--- src/rtl/uart_rx_fifo.sv ---
// rtl/uart_rx_fifo.sv - UART receive FIFO, FWFT read side; `UART_RX_FIFO_ERR_CNT_EN adds error counters
module uart_rx_fifo #(
   parameter int DATA_BITS  = 8,
   parameter int DEPTH_LOG2 = 4
) (
   input  logic                  clk,
   input  logic                  reset,
   input  logic [DATA_BITS-1:0]  rx_data,
   input  logic                  rx_valid,
   input  logic                  rx_parity_err,
   input  logic                  rx_stop_err,
   output logic [DATA_BITS-1:0]  rd_data,
   output logic                  rd_valid,
   input  logic                  rd_ready,
   output logic [DEPTH_LOG2:0]   count,
   output logic                  full,
   output logic                  overflow,
   input  logic                  clr_overflow,
   output logic [7:0]            parity_err_cnt,
   output logic [7:0]            stop_err_cnt,
   input  logic                  clr_err_cnt
);

   localparam int DEPTH = 1 << DEPTH_LOG2;
   localparam logic [DEPTH_LOG2:0] C_ONE      = (DEPTH_LOG2+1)'(1);
   localparam logic [DEPTH_LOG2:0] C_DEPTH_M1 = (DEPTH_LOG2+1)'(DEPTH - 1);

   typedef enum logic [1:0] {ST_EMPTY, ST_PARTIAL, ST_FULL} occ_state_t;

   occ_state_t             r_state;
   occ_state_t             w_state_next;
   logic [DATA_BITS-1:0]   r_mem [DEPTH];
   logic [DEPTH_LOG2-1:0]  r_wr_ptr;
   logic [DEPTH_LOG2-1:0]  r_rd_ptr;
   logic [DEPTH_LOG2:0]    r_count;
   logic                   r_overflow;
   logic                   w_pop;
   logic                   w_push;
   logic                   w_drop;

   // A full FIFO still accepts a push when the head leaves in the same cycle
   always_comb begin
      w_pop  = (r_state != ST_EMPTY) && rd_ready;
      w_push = rx_valid && ((r_state != ST_FULL) || w_pop);
      w_drop = rx_valid && (r_state == ST_FULL) && !w_pop;
   end

   // Occupancy state register
   always_ff @(posedge clk or posedge reset) begin
      if (reset) r_state <= ST_EMPTY;
      else       r_state <= w_state_next;
   end

   // Occupancy next-state and status outputs
   always_comb begin
      w_state_next = r_state;
      rd_valid     = 1'b0;
      full         = 1'b0;
      case (r_state)
         ST_EMPTY: begin
            if (w_push) w_state_next = ST_PARTIAL;
         end
         ST_PARTIAL: begin
            rd_valid = 1'b1;
            if (w_push && !w_pop && (r_count == C_DEPTH_M1))
               w_state_next = ST_FULL;
            else if (w_pop && !w_push && (r_count == C_ONE))
               w_state_next = ST_EMPTY;
         end
         ST_FULL: begin
            rd_valid = 1'b1;
            full     = 1'b1;
            if (w_pop && !w_push) w_state_next = ST_PARTIAL;
         end
         default: w_state_next = ST_EMPTY;
      endcase
   end

   // Storage is not reset; only accepted characters are ever written
   always_ff @(posedge clk) begin
      if (w_push) r_mem[r_wr_ptr] <= rx_data;
   end

   // Pointers wrap naturally; count moves only on unbalanced push/pop
   always_ff @(posedge clk or posedge reset) begin
      if (reset) begin
         r_wr_ptr <= '0;
         r_rd_ptr <= '0;
         r_count  <= '0;
      end else begin
         if (w_push) r_wr_ptr <= r_wr_ptr + 1'b1;
         if (w_pop)  r_rd_ptr <= r_rd_ptr + 1'b1;
         case ({w_push, w_pop})
            2'b10:   r_count <= r_count + 1'b1;
            2'b01:   r_count <= r_count - 1'b1;
            default: r_count <= r_count;
         endcase
      end
   end

   // Sticky overflow; a drop wins over a simultaneous clear
   always_ff @(posedge clk or posedge reset) begin
      if (reset)             r_overflow <= 1'b0;
      else if (w_drop)       r_overflow <= 1'b1;
      else if (clr_overflow) r_overflow <= 1'b0;
   end

   assign rd_data  = r_mem[r_rd_ptr];
   assign count    = r_count;
   assign overflow = r_overflow;

`ifdef UART_RX_FIFO_ERR_CNT_EN
   logic [7:0] r_parity_err_cnt;
   logic [7:0] r_stop_err_cnt;

   // Saturating error counters; clear with a coincident event restarts at 1
   always_ff @(posedge clk or posedge reset) begin
      if (reset) begin
         r_parity_err_cnt <= 8'd0;
         r_stop_err_cnt   <= 8'd0;
      end else if (clr_err_cnt) begin
         r_parity_err_cnt <= {7'd0, rx_parity_err};
         r_stop_err_cnt   <= {7'd0, rx_stop_err};
      end else begin
         if (rx_parity_err && (r_parity_err_cnt != 8'hFF))
            r_parity_err_cnt <= r_parity_err_cnt + 8'd1;
         if (rx_stop_err && (r_stop_err_cnt != 8'hFF))
            r_stop_err_cnt <= r_stop_err_cnt + 8'd1;
      end
   end

   assign parity_err_cnt = r_parity_err_cnt;
   assign stop_err_cnt   = r_stop_err_cnt;
`else
   logic w_unused_err;

   assign w_unused_err   = &{1'b0, rx_parity_err, rx_stop_err, clr_err_cnt};
   assign parity_err_cnt = 8'd0;
   assign stop_err_cnt   = 8'd0;
`endif

endmodule
--- config.mk ---
export PLATFORM = sky130hd
export DESIGN_NAME = uart_rx_fifo
export DESIGN_NICKNAME = d
export VERILOG_FILES = /design/src/rtl/uart_rx_fifo.sv
export SDC_FILE = /design/constraint.sdc
export NUM_CORES = 1
export LEC_CHECK = 0
export ABC_AREA = 0
export CORE_ASPECT_RATIO = 0.75
export CORE_UTILIZATION = 35
export DETAILED_ROUTE_END_ITERATION = 8
export DONT_BUFFER_PORTS = 1
export GPL_TIMING_DRIVEN = 0
export PLACE_DENSITY = 0.46
export RECOVER_POWER = 100
export SLEW_MARGIN = 10
export SYNTH_ARGS = -nofsm -noshare
export SYNTH_HDL_FRONTEND = slang
export SYNTH_SLANG_ARGS = --single-unit
--- constraint.sdc ---
create_clock -name clk -period 3.55 [get_ports clk]
set_clock_uncertainty 0.15 [all_clocks]
set_input_delay 0.5325 -clock clk [delete_from_list [all_inputs] [get_ports clk]]
set_output_delay 0.5325 -clock clk [all_outputs]
set_load 0.005 [all_outputs]
==> results_dict.tcl <==
set metrics [dict create \
    outcome "finished, final reports clean" \
    routed_wl_mm 12.6 \
    grt_usage_pct 15.4 \
    place.gp.congestion 0.705 \
    grt_pass1_vias 2903 \
    p_per_area_nw_per_um2 782 \
    tns_ps 0 \
    rows 41 \
    synth_cell_types 40 \
    period_needed_ps 3040 \
    worst_slew_pin_slew_ps 798 \
    rr_worst_depth 10 \
    p_leak_nw 2.48 \
    finalPower_mw 5.49 \
    numCtsBuffers 17 \
    port_buffers 0 \
    firstDrtPassIters 4 \
    wl_per_cell_um 21.3 \
    synth_area_per_cell_um2 18.5 \
    ant_nets 0 \
    grt_first_pass_wirelength_mm 18.6 \
    cts.sinks 144 \
    cp-endpoint "rd_data[3]" \
    cts.repair.resized 0 \
    cap_violations 0 \
    die_y_um 116 \
    layout.cells.most_common "edfxtp_1" \
    cts.path.max_buffers 2 \
    min-delay-start "rx_data[7]" \
    ys_seq_elements 144 \
    die_width_um 155 \
    rrSetupSlack_ps 540 \
    drc_errors 0 \
    end_kind "output pin" \
    postCtsSetupBuffers 0 \
    crit_start "r_rd_ptr[1]" \
    worstSkewPairLatency_ps 420 \
    dieArea_um2 18000 \
    max-slew-margin-rel_pct 46.7 \
    area_growth_pct 14.8 \
    rsz0062_at_grt "false" \
    crit_required_ps 2870 \
    ir_worst_vdd_mv 0.370 \
    tritoncts "built" \
    final_cell_mix "edfxtp_1 (128), buf_4 (17), clkbuf_16 (17)" \
    ctsRootBufferMaster "clkbuf_16" \
    num_vias 2819 \
    clk_pin_slew_ps 60 \
    reg2reg_to "count[3]" \
    dp_hpwl_mm 8.14 \
    drive_gt1_share_pct 20.1 \
    fmax_ghz 0.329 \
    antennaDiodeCount 0 \
    crit_slowest_cell "clkbuf_1" \
    core_area_um2 16900 \
    cp-start-kind "flip-flop" \
    cp.arrival_ps 2360 \
    cp_max_fo 10 \
    worstPathCellList "buf_6 > clkbuf_1 > mux4_2 > a22oi_1 > nand2_1" \
    r2r-start "r_state[1]" \
    start_util_pct 36.1 \
    critPathKind "flip-flop to output pin" \
    grt_max_degree 17 \
    ys.flop_type "edfxtp_1" \
    synth-async-reset-ratio_pct 11.1 \
    synth_warnings 0 \
    post-route-period-util_pct 85.7 \
    vias_per_cell 4.75 \
    synth_edf_count 128 \
    grt.overflow.total 0 \
    fin_util_pct 41.4 \
    hold_path_class "primary input to flip-flop" \
    drv_slew 0 \
    hold_viol_final 0 \
    drt_first_iter_violations 196 \
    fin_nets 396 \
    max_stage_delay_ps 520 \
    io_pins 48 \
    finalSetupViolCount 0 \
    h-tree-depth 4 \
    syn_inst 331 \
    ys_seq_area_share_pct 69.4 \
    antenna_found_initial 0 \
    syn_area_um2 6110 \
]
-- sequential cells by signal, indices dropped and copies added (netlist names) --
name and flops:
r_mem 128, r_wr_ptr 4, r_state 2, overflow 1
count 5, r_rd_ptr 4
-- power breakdown --
part	leakage [nW]	switching, mW	internal [mW]	total, mW
registers	1.35	0.131	2.08	2.21
logic	0.845	0.856	0.694	1.55
clock network	0.284	0.691	1.03	1.72
-- cell families (layout without fill, tap and decap cells) --
logic type                 count (synthesis)  after routing  synth area share (%)
xor gates and xnor gates                  10             10                  1.43
DFF                                      144            144                  69.4
buffers and inverters                     43             76                  4.71
adders and majority gates                 14             14                  2.87
AOI/OAI and AO/OA                         31             31                  3.38
and+or+nand+nor                           55             55                  5.18
other                                      1             16                0.0614
muxes                                     33             33                  12.9
-- stage by stage --
step,cells,hold slack (ps),area (um^2),setup WS [ps]
3_3_place_gp,561,394,6440,792
3_5_place_dp,561,393,6440,710
5_1_grt,594,28.5,7020,236
6_report,594,49.0,7020,507
4_1_cts,594,31.8,7020,477
2_1_floorplan,346,296,6170,1130
-- timing repair --
item	CTS	global route
endpoints found under the setup margin	0	0
hold buffers	1	0
endpoints found under the hold margin	16	0
-- layer usage --
metal	GRT usage (%)	vias up	wire length [um]
met5	0	-	0
met4	5.54	0	91
met3	4.45	6	634
met2	22.7	53	5670
met1	21.7	1415	6250
li1	-	1345	-
-- cell type report --
type / instances / area [um^2]
fill: 1531 / 9910
sequential: 144 / 4240
multi-input combinational: 159 / 1640
clock buffer: 18 / 429
tap: 215 / 269
buffer: 30 / 238
clock inverter: 14 / 141
inverter: 13 / 48.8
timing repair buffer: 1 / 10.0
-- worst min path at each step --
stage	end	depth (start not counted)	slack, ps
finish	r_mem[5][7]	0	50
global route	r_mem[2][2]	0	30
CTS	r_mem[5][6]	0	30
detailed placement	overflow	2	390
global placement	r_rd_ptr[3]	1	390
floorplan	count[0]	1	300
-- synth_stat cells (3+ instances only) --
| library cell | count | area share, % |
|---|---|---|
| a22oi_1 | 16 | 2.0 |
| buf_6 | 3 | 0.55 |
| dfrtp_1 | 16 | 6.6 |
| xnor2_1 | 8 | 1.1 |
| edfxtp_1 | 128 | 63 |
| and4_1 | 4 | 0.57 |
| inv_1 | 11 | 0.68 |
| clkdlybuf4s25_2 | 3 | 0.49 |
| nand2_1 | 16 | 0.98 |
| mux4_1 | 16 | 6.9 |
| o21ai_0 | 4 | 0.33 |
| buf_2 | 4 | 0.33 |
| a21oi_1 | 6 | 0.49 |
| nor2_1 | 5 | 0.31 |
| ha_1 | 14 | 2.9 |
| mux4_2 | 16 | 5.9 |
| and2_1 | 14 | 1.4 |
| buf_4 | 17 | 2.1 |
-- critical path, delay by kind of cell, from the launching register on --
kind,cells,cell delay [ps]
buffers and inverters,2,670
muxes,1,430
DFF,1,370
AOI/OAI and AO/OA,1,310
and+or+nand+nor,1,160
No activity file was read; power rests on OpenSTA's default activity.
